### config.mk
export PLATFORM = sky130hd
export DESIGN_NAME = enc_seg_scan
export DESIGN_NICKNAME = d
export VERILOG_FILES = /design/src/rtl/enc_seg_pkg.sv /design/src/rtl/seg_glyph.sv /design/src/rtl/enc_seg_scan.sv
export SDC_FILE = /design/constraint.sdc
export NUM_CORES = 1
export LEC_CHECK = 0
export CAP_MARGIN = 10
export CORE_MARGIN = 1
export CORE_UTILIZATION = 55
export DETAILED_ROUTE_END_ITERATION = 12
export PLACE_DENSITY = 0.77
export RECOVER_POWER = 25
export SETUP_SLACK_MARGIN = 0.15
export SYNTH_ARGS = -nofsm -noshare
export SYNTH_HDL_FRONTEND = slang
export SYNTH_HIERARCHICAL = 1
export SYNTH_SLANG_ARGS = --single-unit
### constraint.sdc
create_clock -name clk -period 2.1 [get_ports clk]
set_input_delay 0.42 -clock clk [delete_from_list [all_inputs] [get_ports clk]]
set_output_delay 0.42 -clock clk [all_outputs]
set_load 0.01 [all_outputs]
### src/rtl/enc_seg_pkg.sv
// Shared constants and types for the encoder-result seven-segment scanner.
// Segment patterns are active-low {dp,g,f,e,d,c,b,a}.
package enc_seg_pkg;

    typedef enum logic [0:0] {
        ST_IDLE = 1'b0,
        ST_HOLD = 1'b1
    } state_e;

    typedef struct packed {
        logic       vld;
        logic       any;
        logic [2:0] code;
    } entry_t;

    localparam logic [7:0] SEG_BLANK = 8'hFF;
    localparam logic [7:0] SEG_DASH  = 8'hBF;

    localparam logic [7:0] GLYPH_0 = 8'hC0;
    localparam logic [7:0] GLYPH_1 = 8'hF9;
    localparam logic [7:0] GLYPH_2 = 8'hA4;
    localparam logic [7:0] GLYPH_3 = 8'hB0;
    localparam logic [7:0] GLYPH_4 = 8'h99;
    localparam logic [7:0] GLYPH_5 = 8'h92;
    localparam logic [7:0] GLYPH_6 = 8'h82;
    localparam logic [7:0] GLYPH_7 = 8'hF8;

endpackage

### src/rtl/seg_glyph.sv
// Combinational code-to-glyph lookup; dp bit is always returned off (1).
// A result with no encoder bit set shows a dash instead of a digit.
module seg_glyph
    import enc_seg_pkg::*;
(
    input  logic       any_i,
    input  logic [2:0] code_i,
    output logic [7:0] pat_o
);

    always_comb begin
        pat_o = SEG_DASH;
        if (any_i) begin
            case (code_i)
                3'd0:    pat_o = GLYPH_0;
                3'd1:    pat_o = GLYPH_1;
                3'd2:    pat_o = GLYPH_2;
                3'd3:    pat_o = GLYPH_3;
                3'd4:    pat_o = GLYPH_4;
                3'd5:    pat_o = GLYPH_5;
                3'd6:    pat_o = GLYPH_6;
                default: pat_o = GLYPH_7;
            endcase
        end
    end

endmodule

### src/rtl/enc_seg_scan.sv
// Captures priority-encoder results into a 4-deep history and scans them
// onto a 4-digit multiplexed seven-segment display (newest on digit 0).
module enc_seg_scan
    import enc_seg_pkg::*;
#(
    parameter int SCAN_DIV = 1000,
    parameter int HOLD     = 4
) (
    input  logic       clk,
    input  logic       rst,
    input  logic       in_valid,
    output logic       in_ready,
    input  logic [2:0] in_code,
    input  logic       in_any,
    input  logic       clr,
    output logic [7:0] seg,
    output logic [3:0] an,
    output logic [7:0] acc_cnt
);

    localparam int DIV_W = (SCAN_DIV > 2) ? $clog2(SCAN_DIV) : 1;
    localparam int HLD_W = (HOLD > 1) ? $clog2(HOLD) : 1;
    localparam logic [DIV_W-1:0] DIV_LAST  = DIV_W'(SCAN_DIV - 1);
    localparam logic [HLD_W-1:0] HOLD_LOAD = HLD_W'(HOLD - 1);

    state_e           state_q, state_d;
    logic [HLD_W-1:0] hold_q, hold_d;
    entry_t           hist_q [4];
    entry_t           hist_d [4];
    logic [7:0]       acc_q, acc_d;
    logic [DIV_W-1:0] div_q, div_d;
    logic [1:0]       dig_q, dig_d;
    logic [7:0]       seg_q, seg_d;
    logic [3:0]       an_q, an_d;

    logic             accept;
    entry_t           sel;
    logic [7:0]       pat;

    // rst is the raw pin so in_ready reads low throughout reset
    assign in_ready = rst & ~clr & (state_q == ST_IDLE);
    assign accept   = in_valid & in_ready;

    assign sel = hist_q[dig_q];

    seg_glyph u_glyph (
        .any_i  (sel.any),
        .code_i (sel.code),
        .pat_o  (pat)
    );

    always_comb begin
        state_d = state_q;
        hold_d  = hold_q;
        acc_d   = acc_q;
        for (int i = 0; i < 4; i++) hist_d[i] = hist_q[i];

        if (clr) begin
            for (int i = 0; i < 4; i++) hist_d[i].vld = 1'b0;
            state_d = ST_IDLE;
            hold_d  = '0;
            acc_d   = 8'd0;
        end else if (accept) begin
            for (int i = 3; i > 0; i--) hist_d[i] = hist_q[i-1];
            hist_d[0] = '{vld: 1'b1, any: in_any, code: in_code};
            state_d   = ST_HOLD;
            hold_d    = HOLD_LOAD;
            acc_d     = acc_q + 8'd1;
        end else if (state_q == ST_HOLD) begin
            if (hold_q == '0) begin
                state_d = ST_IDLE;
            end else begin
                hold_d = hold_q - 1'b1;
            end
        end
    end

    // Scan timing runs freely; neither accept nor clr disturbs it
    always_comb begin
        div_d = div_q + 1'b1;
        dig_d = dig_q;
        if (div_q == DIV_LAST) begin
            div_d = '0;
            dig_d = dig_q + 2'd1;
        end
    end

    always_comb begin
        seg_d = SEG_BLANK;
        if (sel.vld) begin
            seg_d = {pat[7] & (dig_q != 2'd0), pat[6:0]};
        end
        an_d = ~(4'b0001 << dig_q);
    end

    always_ff @(posedge clk) begin
        if (!rst) begin
            state_q <= ST_IDLE;
            hold_q  <= '0;
            acc_q   <= 8'd0;
            for (int i = 0; i < 4; i++) hist_q[i] <= '0;
            div_q   <= '0;
            dig_q   <= 2'd0;
            seg_q   <= SEG_BLANK;
            an_q    <= 4'b1110;
        end else begin
            state_q <= state_d;
            hold_q  <= hold_d;
            acc_q   <= acc_d;
            for (int i = 0; i < 4; i++) hist_q[i] <= hist_d[i];
            div_q   <= div_d;
            dig_q   <= dig_d;
            seg_q   <= seg_d;
            an_q    <= an_d;
        end
    end

    assign seg     = seg_q;
    assign an      = an_q;
    assign acc_cnt = acc_q;

endmodule

* Word level (Yosys, flattened, before mapping)
Memory sizes are Yosys's and may differ from the RTL's. A register that Yosys moved wholly into a read port is not among the register bits. Index checks and enable logic that the tools add are counted.
Cells by class: add/sub/neg operators 4, equality and inequality tests 11, shifts and indexed selects 1, multiplexer cells 26, bitwise gates (word level) 13, reductions and logical operators 11
Operators with widths (number):
- $pmux W7 S7 | 1
- $mux W20 | 1
- $mux W4 | 5
- $mux W5 | 3
- $add A10 B1 Y10 const B | 1
- $eq A10 B10 Y1 const B | 1
- $mux W1 | 10
- $mux W2 | 5
- $eq A3 B3 Y1 const B | 3
- $add A8 B1 Y8 const B | 1
- $mux W8 | 1
- $eq A3 B2 Y1 const B | 2
- $ne A2 B2 Y1 const B | 3
- $reduce_and A2 Y1 | 3
- $reduce_and A3 Y1 | 2
- $or A1 B1 Y1 | 5
- $and A1 B1 Y1 | 4
- $not A4 Y4 | 1
- $reduce_bool A2 Y1 | 2
- $reduce_or A2 Y1 | 2
- $shl A1 B2 Y4 const A | 1
- $eq A3 B1 Y1 const B | 1
- $logic_not A3 Y1 | 1
- $not A1 Y1 | 3
- 4 further kinds | 4
Storage, ports and cells: bits in registers 35, RAM bits 20, input port bits 8, output and inout port bits 21, word-level logic and storage cells 75, memories kept 1
Memories:
- hist_q | words 4, width 5, read ports 4, clocked after Yosys merged registers in 1, write ports 4, RTL line enc_seg_scan.sv:28 | entry_t hist_q [4];

* Logic depth before layout (Yosys ltp)
depth in word-level cells 7, mapped depth 6, gate-level depth less buffers 5

* Modules after synthesis
Netlist, hierarchy kept.
By module, submodules not included:
- enc_seg_scan | times used 1, cells an instance 237, area an instance 2302.2 um^2, sequential area each 1191.1 um^2
- seg_glyph | times used 1, cells an instance 19, area an instance 115.1 um^2, sequential area each 0.0 um^2

* Worst setup path after synthesis
No wires, ideal clock.
path type flip-flop to flip-flop, from register (tool-made name), to register seg_q[3] (netlist: seg[3]), setup time 123 ps, arrival 1754 ps, data required time 1977 ps, setup slack 223 ps, stages on the path, launching flop included 7, path buffers 2, period minus slack after synthesis 1877 ps, cells stage by stage dfxtp_1 > buf_4 > mux4_2 > buf_2 > xnor2_1 > a211o_1 > or2_2
RTL lines:
- to (signal assigned) | RTL line enc_seg_scan.sv:113 | seg_q <= seg_d;
- to (decl) | RTL line enc_seg_scan.sv:33 | logic [7:0] seg_q, seg_d;

==> reports/metrics.yaml <==
status:
  status: "finished, final reports clean"
drt:
  detailroute.via_count: 1931
  viasPerCell: 5.55
  wl_um: 4560
  ant_nets: 0
  drc_errors: 0
  drtIter0Drc: 122
  wire_per_inst_um: 13.1
  dr.pass1.iters: 4
clock_tree:
  cts_tree: "yes"
  hold_buffers: 0
  max-clock-path-buffers: 2
  clkSinkCount: 57
  htreeDepth: 3
  root_buffer: "clkbuf_8"
  path_clk_slew_ns: 0.06
  clock_latency_ns: 0.33
  cts_buffers: 9
floorplan:
  dieArea_mm2: 0.00466
  core-area_mm2: 0.00412
  die_h_um: 68.3
  row_count: 23
  die_x_um: 68.3
  start_util: 0.587
  num_io_pins: 29
synth:
  synth-edff-count: 5
  ys_seq_area_frac: 0.493
  syn_inst: 256
  synth_top_flop_cell: "dfxtp_1"
  yosysWarningCount: 6
  synth_cell_types: 43
  synth_adder_area_share: 0.0362
  synth_area_mm2: 0.00242
  synth_top_family_by_area: "simple AND/OR/NAND/NOR gates"
  syn_nets: 271
  avgSynthCellArea_um2: 9.44
  synth_xor_area_frac: 0.0254
  synth_mux_area_frac: 0.0507
  synth-simple-area-share: 0.227
  synth_compound_area_frac: 0.123
  async_flop_share: 0
  ys_ff_latch: 57
sta:
  fin_crit_sh: 0.901
  period_needed_ns: 1.89
  maxSlewViolCount: 0
  hold_viol_final: 0
  max_freq_mhz: 529
  tns_ns: 0
  slew-limit-headroom: 0.646
  holdWs_ns: 0.450
  rsz0062_at_grt: "no"
  setup_viol: 0
  finalClockSkew_ns: 0.00548
  worst_slew_pin_slew_ns: 0.531
cells_and_area:
  fill_cells: 320
  antennaDiodeCount: 0
  fin_nets: 308
  final_common_cell: "dfxtp_1"
  layout-drive-gt1-share: 0.144
  seq_area_mm2: 0.00119
  final_cell_mix: "dfxtp_1 (51), nand2_1 (46), clkdlybuf4s50_1 (26)"
  multiInputGateArea_mm2: 0.00112
  syn_to_final_growth_pct: 24.3
placed_design:
  io_buffers: 28
  place_hpwl_um: 3040
  place_congestion: 0.784
setup_path:
  reg2reg_slack_ns: 0.21
  crit_fanout: 7
  worst_setup_path_start_kind: "flop"
  crit_required_ns: 2.32
  r2r_cells: 4
  rr_endpoint: "seg[3]"
  end_kind: "flop"
  worst-setup-path-type: "reg2reg"
  cp_data_arrival_time_ns: 2.11
  crit_end: "seg[3]"
grt:
  antenna_found_initial: 0
  grt.total_usage: 0.228
  grt_overflow: 0
  grt_pass1_wl_um: 7650
  grt_pass1_vias: 1728
  grt_max_degree: 33
power_and_ir_drop:
  seq_power_share: 0.479
  p_int_w: 0.00185
  p_leak_nw: 1.07
  ir_drop_uv: 491
  p_sw_w: 0.000510
  p_comb_frac: 0.049
  p_per_area_mw_per_mm2: 785
  p_sw_frac: 0.216
  clkPwrFrac: 0.472
flow_run:
  cap_violations: 0
worst_hold_path:
  min_path_type: "reg2reg"
-- worst max-delay path, cell delays in order, from the launching register on --
cell,delay [ns]
dfxtp_2,0.39
mux4_2,0.61
xnor2_1,0.19
a211o_1,0.31
or2_2,0.28
-- sequential cells by signal, indices dropped and copies added, names as in the netlist, named ones only --
name / cells
state_q: 1
hold_q: 2
seg: 8
dig_q: 2
hist_q: 20
div_q: 10
acc_cnt: 8
an: 4
-- power groups by stage --
stage               Sequential (W)  Combinational [W]  Clock, W
floorplan                  0.00115          0.0000695         0
global placement           0.00115           0.000115         0
detailed placement         0.00115           0.000117         0
CTS                        0.00113           0.000118   0.00113
global route               0.00113           0.000129   0.00118
finish                     0.00113           0.000115   0.00111
-- routing by layer --
layer / GRT usage / vias to the layer above / wire length (um)
li1: - / 972 / -
met4: 0.128 / 0 / 89
met3: 0.0650 / 9 / 228
met2: 0.343 / 48 / 2150
met1: 0.290 / 902 / 2090
met5: 0 / - / 0
-- per-stage QoR --
step                cell area [um2]  utilization  total power (W)  worst slack, ns  cells
floorplan                      2420            -          0.00122            0.223    256
global placement               2790        0.677          0.00127           0.0721    332
detailed placement             2790        0.677          0.00127           0.0529    332
CTS                            3010        0.732          0.00238            0.204    348
global route                   3000        0.730          0.00244            0.125    348
finish                         3000        0.730          0.00236            0.208    348
-- area by class of cell --
class                   instances  share of cell area
clock buffers                  12              0.0587
flip-flops and latches         57               0.397
clock inverters                 4              0.0158
multi-input cells             175               0.373
inverters                      12              0.0150
well taps                      50              0.0208
repair buffers                 38               0.120
-- cell usage after synthesis, drive strengths merged, types with 3 or more instances --
| library cell | instances | area (um2) |
|---|---|---|
| a21oi | 24 | 120 |
| or3 | 6 | 38.8 |
| clkbuf | 4 | 15.0 |
| and2 | 4 | 25.0 |
| nand2 | 47 | 179 |
| xnor2 | 5 | 43.8 |
| nand4 | 4 | 31.3 |
| edfxtp | 5 | 150 |
| or2 | 7 | 43.8 |
| nand3 | 10 | 50.1 |
| o41ai | 3 | 26.3 |
| buf | 8 | 45.0 |
| o31ai | 3 | 27.5 |
| mux4 | 5 | 113 |
| o21ai | 10 | 50.1 |
| nor2 | 8 | 30.0 |
| ha | 7 | 87.6 |
| o311ai | 3 | 26.3 |
| dfxtp | 52 | 1040 |
| inv | 11 | 41.3 |
| nand2b | 5 | 31.3 |
-- logic make-up (layout without fill, tap and decap cells) --
kind of cell,count (synthesis),after routing
other,1,1
adder cells (fa/ha/maj),7,7
multiplexers,6,6
XOR/XNOR,7,7
AO/OA/AOI/OAI,49,49
AND/OR/NAND/NOR,105,105
buffers and inverters,24,66
flip-flops,57,57
-- repair_timing --
item / in CTS / in global routing
setup buffers: 0 / 0
resized for setup: 2 / 0
endpoints found under the setup margin: 2 / 0
-- worst min path at each step --
| stage | start | end | slack [ns] | cells after the start |
|---|---|---|---|---|
| floorplan | div_q[0] | div_q[0] | 0.42 | 1 |
| global placement | div_q[0] | div_q[0] | 0.43 | 1 |
| detailed placement | div_q[0] | div_q[0] | 0.44 | 1 |
| CTS | div_q[0] | div_q[0] | 0.45 | 1 |
| global route | div_q[0] | div_q[0] | 0.46 | 1 |
| finish | div_q[0] | div_q[0] | 0.45 | 1 |
(Power assumes the default switching activity.)
